===== src/rtl/rr_load_arbiter.sv =====
// rr_load_arbiter: round-robin arbiter that loads one winner's data into a
// shared output register q and holds q_valid for HOLD_CYCLES cycles per grant.
module rr_load_arbiter #(
  parameter  int NUM_REQ     = 4,
  parameter  int DATA_W      = 8,
  parameter  int HOLD_CYCLES = 2,
  localparam int ID_W        = (NUM_REQ > 1) ? $clog2(NUM_REQ) : 1
) (
  input  logic                      clk,
  input  logic                      reset,
  input  logic                      en,
  input  logic [NUM_REQ-1:0]        req,
  input  logic [NUM_REQ*DATA_W-1:0] data,
  output logic [NUM_REQ-1:0]        ack,
  output logic [DATA_W-1:0]         q,
  output logic                      q_valid,
  output logic [ID_W-1:0]           gnt_id,
  output logic                      busy
);

  localparam int CNT_W = 8;

  if (NUM_REQ < 2 || NUM_REQ > 16 || HOLD_CYCLES < 1 || HOLD_CYCLES > 255) begin : g_bad_params
    $error("rr_load_arbiter: NUM_REQ must be 2..16 and HOLD_CYCLES 1..255");
  end

  typedef enum logic {
    IDLE,
    HOLD
  } state_t;

  state_t              state_q, state_d;
  logic [ID_W-1:0]     last_q, last_d;
  logic [ID_W-1:0]     gnt_id_q, gnt_id_d;
  logic [CNT_W-1:0]    cnt_q, cnt_d;
  logic [DATA_W-1:0]   q_q, q_d;
  logic                q_valid_q, q_valid_d;
  logic [NUM_REQ-1:0]  ack_q, ack_d;

  logic                found;
  logic [ID_W-1:0]     win;

  // Winner search: first set req above last, else lowest set req at or below last (wrap).
  always_comb begin
    found = 1'b0;
    win   = '0;
    for (int unsigned i = 0; i < NUM_REQ; i++) begin
      if (!found && req[i] && (i > 32'(last_q))) begin
        found = 1'b1;
        win   = ID_W'(i);
      end
    end
    for (int unsigned i = 0; i < NUM_REQ; i++) begin
      if (!found && req[i] && (i <= 32'(last_q))) begin
        found = 1'b1;
        win   = ID_W'(i);
      end
    end
  end

  // Next-state logic: grant from IDLE, count down the hold window in HOLD.
  always_comb begin
    state_d   = state_q;
    last_d    = last_q;
    gnt_id_d  = gnt_id_q;
    cnt_d     = cnt_q;
    q_d       = q_q;
    q_valid_d = q_valid_q;
    ack_d     = '0;
    unique case (state_q)
      IDLE: begin
        if (en && found) begin
          q_d       = data[win*DATA_W +: DATA_W];
          ack_d     = NUM_REQ'(1) << win;
          gnt_id_d  = win;
          last_d    = win;
          q_valid_d = 1'b1;
          cnt_d     = CNT_W'(HOLD_CYCLES - 1);
          state_d   = HOLD;
        end
      end
      HOLD: begin
        if (cnt_q == '0) begin
          q_valid_d = 1'b0;
          state_d   = IDLE;
        end else begin
          cnt_d = cnt_q - 1'b1;
        end
      end
    endcase
  end

  // State register with synchronous reset; pointer resets so requester 0 wins first.
  always_ff @(posedge clk) begin
    if (reset) begin
      state_q   <= IDLE;
      last_q    <= ID_W'(NUM_REQ - 1);
      gnt_id_q  <= '0;
      cnt_q     <= '0;
      q_q       <= '0;
      q_valid_q <= 1'b0;
      ack_q     <= '0;
    end else begin
      state_q   <= state_d;
      last_q    <= last_d;
      gnt_id_q  <= gnt_id_d;
      cnt_q     <= cnt_d;
      q_q       <= q_d;
      q_valid_q <= q_valid_d;
      ack_q     <= ack_d;
    end
  end

  assign ack     = ack_q;
  assign q       = q_q;
  assign q_valid = q_valid_q;
  assign gnt_id  = gnt_id_q;
  assign busy    = (state_q == HOLD);

endmodule


===== config.mk =====
export PLATFORM = sky130hd
export DESIGN_NAME = rr_load_arbiter
export DESIGN_NICKNAME = d
export VERILOG_FILES = /design/src/rtl/rr_load_arbiter.sv
export SDC_FILE = /design/constraint.sdc
export NUM_CORES = 1
export LEC_CHECK = 0
export ABC_AREA = 1
export ABC_CLOCK_PERIOD_IN_PS = 1600
export CAP_MARGIN = 30
export CORE_MARGIN = 2
export CORE_UTILIZATION = 39
export CTS_CLUSTER_SIZE = 28
export DETAILED_ROUTE_END_ITERATION = 6
export GPL_TIMING_DRIVEN = 0
export PLACE_DENSITY = 0.83
export SETUP_SLACK_MARGIN = 0.4
export SYNTH_ARGS = -nofsm -noshare
export SYNTH_HDL_FRONTEND = slang
export SYNTH_SLANG_ARGS = --single-unit

===== constraint.sdc =====
create_clock -name clk -period 1.6 [get_ports clk]
set_input_delay 0.32 -clock clk [delete_from_list [all_inputs] [get_ports clk]]
set_output_delay 0.32 -clock clk [all_outputs]
set_load 0.02 [all_outputs]

==> results of run 1 <==
-- per-layer routing --
| layer | vias up | share of wire, % |
|---|---|---|
| met5 | - | 0 |
| met4 | 0 | 0.98 |
| met3 | 8 | 8.3 |
| met2 | 87 | 54 |
| met1 | 811 | 37 |
| li1 | 872 | - |
-- power by group through the flow --
stage	combinational (W)	clock (W)	sequential [W]
6_report	0.000996	0.000557	0.000772
5_1_grt	0.00109	0.000574	0.000779
4_1_cts	0.000920	0.000551	0.000768
3_5_place_dp	0.000799	0	0.000782
3_3_place_gp	0.000782	0	0.000780
2_1_floorplan	0.000465	0	0.000828
-- critical path, stage by stage, from the launching register on --
cell and delay (ps):
dfxtp_4 400, nand2_4 60, a21oi_4 180, buf_12 140
nand3_2 70, nand2_2 110, nor2_4 80, nor2_4 200
nand3_1 110, nand2_1 80, nor2_1 40
-- worst paths after layout --
check / start / to
worst max-delay path: last_q[1] / q[6]
worst min-delay path: gnt_id[1] / gnt_id[1]
worst max register to register: last_q[1] / q[6]
worst min register to register: gnt_id[1] / gnt_id[1]
-- sequential cells by signal (all words and copies together), names as in the netlist --
register and count:
cnt_q 8, q 8, ack 4, gnt_id 2
last_q 2, busy 1, q_valid 1
-- repair_timing --
item / in CTS / in global routing
gates resized for setup: 81 / 29
setup buffers: 12 / 5
pin swaps: 13 / 11
gates cloned: 4 / 1
endpoints found under the setup margin: 42 / 34
-- cell families after synthesis --
kind of cell	after synthesis
and+or+nand+nor	120
buffers and inverters	39
AOI/OAI and AO/OA	32
DFF	26
xor gates and xnor gates	4
adders and majority gates	1
-- per-stage QoR --
| step | instance area [um2] | setup TNS, ps |
|---|---|---|
| after detailed placement | 2120 | -11510 |
| after global routing | 2440 | -53.9 |
| after global placement | 2120 | -10840 |
| final | 2440 | 0 |
| after floorplan | 1520 | 0 |
| after CTS | 2380 | 0 |
-- area by class of cell --
cell class / count / share of cell area (%)
flip-flops and latches: 26 / 21.7
repair buffers: 73 / 26.5
clock buffers: 3 / 1.69
plain buffers: 5 / 1.84
inverters: 34 / 5.64
well taps: 48 / 2.46
clock inverters: 1 / 1.23
multi-input cells: 160 / 39.0
-- Yosys cell counts (2+ instances only) --
cell | number | area share (%)
or2_2 | 2 | 0.86
inv_2 | 3 | 0.77
nand2_2 | 4 | 1.7
nor2_1 | 38 | 9.8
buf_6 | 2 | 1.5
nand4_1 | 3 | 1.3
nand3_1 | 25 | 8.6
clkbuf_1 | 2 | 0.51
a21oi_1 | 25 | 8.6
nand2_1 | 40 | 10
a21oi_2 | 2 | 1.2
dfxtp_1 | 26 | 36
nor3_1 | 4 | 1.4
inv_1 | 30 | 7.7
xor2_1 | 4 | 2.4
o21ai_0 | 3 | 1.0
==> metrics, run 1 <==
peak supply drop=519 uV; clock latency at the later pin of the worst-skew pair=roughly 270 ps; clk sinks=26; HPWL after DPL=just under 3000 um; hold slack=~470 ps; mux contribution to synthesized area=0%; via count=between 1,500 and 2,000; logic gate share of total power=42.8%; most frequent cells in the layout=34 x nor2_1, 34 x clkdlybuf4s50_1, 33 x nand2_1, 25 x inv_1, 24 x a21oi_1; 1st-iter DRT viols=between 70 and 80; area grow syn2layout=67.3%; Ports=between 50 and 60; CTS Hold Buffers Added=0; P_int=approximately 0.0015 W; synth unique cells=25; Leak Pwr=between 1 and 1.5 nW; chip height=65.2 um; clock skew=3.60 ps; Overall Power=about 0.0023 W; fin crit share=a little over nine tenths; Synth Cell Area=around 0.0015 mm2; Seq. cell area=approximately 530 um2; worst slack, placed=-570 ps; CTS tree=yes; largest family of logic cells by synthesized area=simple AND/OR/NAND/NOR gates; Synth Area per Inst=between 6 and 7 um2; ys flop type=dfxtp_1; hold path cells=2; CP Class=flip-flop to flip-flop; Post-Layout Cell Count=350; gp weighted congestion=0.861; Multi-input gate area=952 um2; share of cells above drive strength 1=roughly 30%; post-synthesis compound-gate area fraction=about an eighth; clock slew at reported path FFs=around 100 ps; crit path DAT=approximately 1700 ps; Min-Delay Path Class=flip-flop to flip-flop; cell count after placement=roughly 320; Starting Density=around 40%; largest net degree at the start of global routing=16; CTS max path bufs=2; core area=about 0.0036 mm2; Final Hold Viols=0; Switching Share=about 36%; per-cell routed wire length=between 10 and 15 um; Syn Nets=262; global-route wire length before repair=7360 um; Post-Synth Adder-Cell Area=less than 1%; slew margin rel.=~62%; Die Width=roughly 65 um; Clock Tree Root=clkbuf_8; H-tree depth=1; WL final=~4600 um; GR Layer Usage met2=a little over two fifths; met1 Use GR=between 20 and 25%; DIE AREA=0.00425 mm2; CP Launch Type=flip-flop; Reg power frac=~33%; Net count, final=roughly 340; # DRC=0; Worst Path Max Fanout=5; max-slew violations=0; Critical Path RT=approximately 1800 ps; Pwr Density=952 mW/mm2; vias in the first global route=between 1,500 and 2,000; global route hottest layer=met2; Post-synth EDFFs=0; Clock Power Share=between 20% and 30%; Overflow after GRT=0; Synth async-reset ratio=0%; Max Cap Viol=0; status=finished, final reports clean; Psw=0.000826 W; number of detailed-route iterations in the first pass=5; Gate Count Post-Synth=roughly 220; Slew @ Worst Pin=563 ps; antenna violations before repair=0; final setup fails=0; #FFs+latches synth=26; R2R Setup Slk=approximately 45 ps; Port Buffers=between 50 and 60; synth warn=0; Core Util, Final=approximately 67%; r2r worst-path depth=10; xor/xnor share of the synthesized area=around 2.4%; row cnt=22; antenna cells=0; Fmax=between 0.6 and 0.7 GHz; met3 global-route usage=6.51%; Worst setup EP type=flip-flop; fill count=310; Simple-Gate Fraction of Synth Area=a little under two fifths; Post-DRT Antenna Nets=0; TritonCTS Buffers=3; min Tclk post-route=~1600 ps; Avg Vias per Cell=approximately 5; RSZ-0062 raised after global routing=yes; overall global routing resource usage=21.6%; sequential cell area fraction in the yosys report=a little over a third; final worst slack=between 40 and 50 ps
No activity file was read; power rests on OpenSTA's default activity.
==> inputs of run 2 (changes only) <==
CTS_CLUSTER_SIZE = default   (was 28)
GPL_ROUTABILITY_DRIVEN = 0   (was default)
==> results of run 2 <==
Same layout as run 1: the final DEF is identical, and so are final timing and power.
==> inputs of run 3 (changes only) <==
CORE_MARGIN = 1   (was 2)
REMOVE_ABC_BUFFERS = 1   (was default)
==> run 3 against run 2 <==
  * Global-route usage is 1.3 points higher
  * Sequential power increased by 0.9%
  * First-iteration DRC count increased by 33%
==> metrics, run 3 (same netlist as run 1, synthesis figures left out) <==
RSZ-0062 raised after global routing=yes; fin crit share=around 99%; Hold Startpoint=gnt_id[1]; placement-stage cell area=between 0.002 and 0.0025 mm2; row cnt=21; Reg power frac=around a third; HPWL after DPL=between 2000 and 3000 um; share of cells above drive strength 1=32.8%; H-tree depth=1; hold endpoint=gnt_id[1]; via count=~1,800; Worst R2R End=gnt_id[1]; largest net degree at the start of global routing=23; min Tclk post-route=roughly 1600 ps; R2R Setup Slk=between 15 and 20 ps; Clock Tree Root=clkbuf_8; Post-DRT Antenna Nets=0; antenna violations before repair=0; most frequent cells in the layout=34 x nor2_1, 33 x clkdlybuf4s50_1, 29 x nand2_1, 24 x inv_1, 24 x nand3_1; vias in the first global route=between 1,500 and 2,000; Worst Path Max Fanout=5; final setup fails=0; P_int=~0.0015 W; # DRC=0; Clock Power Share=a little under a quarter; Slew @ Worst Pin=~890 ps; clock latency at the later pin of the worst-skew pair=270 ps; CTS Hold Buffers Added=0; Max Cap Viol=0; Fmax=between 0.6 and 0.7 GHz; Ports=55; CP Class=flip-flop to flip-flop; cell count after placement=~320; slew margin rel.=between 40% and 50%; r2r worst-path depth=9; status=finished, final reports clean; clock slew at reported path FFs=90 ps; chip height=between 60 and 70 um; Worst setup EP type=flip-flop; Min-Delay Path Class=flip-flop to flip-flop; setup TNS=0 ps; number of detailed-route iterations in the first pass=4; CP Launch Type=flip-flop; Net count, final=343; peak supply drop=about 460 uV; commonest non-fill, non-tap cell in the layout=nor2_1; design area=between 0.002 and 0.0025 mm2; max-slew violations=0; clk sinks=26; fill count=between 200 and 300; overall global routing resource usage=between 20% and 30%; crit path DAT=1710 ps; Critical path origin=last_q[1]; Psw=0.000849 W; area grow syn2layout=66.9%; r2r startpoint=last_q[1]; Port Buffers=54; Switching Share=about 36%; Starting Density=around 42%; DIE AREA=0.00399 mm2; Leak Pwr=1.11 nW; Avg Vias per Cell=5.12; CTS tree=yes; Die Width=between 60 and 70 um; Overflow after GRT=0; clock skew=around 8.4 ps; antenna cells=0; CTS max path bufs=2; core area=about 0.0035 mm2; Critical Path RT=between 1500 and 2000 ps; TritonCTS Buffers=3; WL final=4780 um; per-cell routed wire length=13.7 um; 1st-iter DRT viols=104; logic gate share of total power=between 40 and 50%; Pwr Density=969 mW/mm2; global-route wire length before repair=around 7200 um; Post-Layout Cell Count=around 350; Final Hold Viols=0; hold path cells=2
[run 3: final cells by class]
type	instances	area (um2)	area share, %
Multi-Input combinational cell	159	960	39.4
Inverter	34	148	6.06
Sequential cell	26	529	21.7
Tap cell	46	57.6	2.36
Clock buffer	3	41.3	1.69
Timing Repair Buffer	79	672	27.6
Clock inverter	1	30.0	1.23
[run 3: how the worst max path moves through the flow]
stage	endpoint	cells after the start
floorplan	cnt_q[2]	10
global placement	q[3]	10
detailed placement	q[6]	12
CTS	q[3]	8
global route	gnt_id[1]	9
finish	gnt_id[1]	9
[run 3: power by group through the flow]
stage / logic [W] / registers, W / clock network, W
2_1_floorplan: 0.000399 / 0.000824 / 0
3_3_place_gp: 0.000712 / 0.000776 / 0
3_5_place_dp: 0.000720 / 0.000778 / 0
4_1_cts: 0.000884 / 0.000773 / 0.000547
5_1_grt: 0.00112 / 0.000786 / 0.000582
6_report: 0.00103 / 0.000779 / 0.000553
[run 3: metal layers]
metal | global-route usage (%) | part of all wire [%] | up-vias
met5 | 0 | 0 | -
met4 | 8.81 | 2.7 | 0
met3 | 6.16 | 7.2 | 12
met2 | 41.0 | 52 | 79
met1 | 25.6 | 38 | 822
li1 | - | - | 869
[run 3: stage by stage]
stage	worst slack (ps)	hold WS [ps]	util [%]	total power, W
after detailed placement	-642	458	58.3	0.00150
after global placement	-645	450	58.3	0.00149
final	17.2	469	70.3	0.00236
after floorplan	117	389	-	0.00122
after global routing	-49.2	484	70.3	0.00249
after CTS	93.9	469	67.1	0.00220
[run 3: repair_timing]
item / CTS / global route
pin swaps: 12 / 15
cloned: 2 / 1
resized for setup: 102 / 36
buffers inserted: 14 / 10
endpoints found under the setup margin: 42 / 35
[run 3: critical path, cell delays in order (launching register included)]
cell	delay (ps)
dfxtp_4	410
inv_4	50
a21oi_4	220
nand4_1	200
nand3_4	110
buf_6	130
buf_6	100
nor2_4	50
inv_2	100
a21oi_1	60
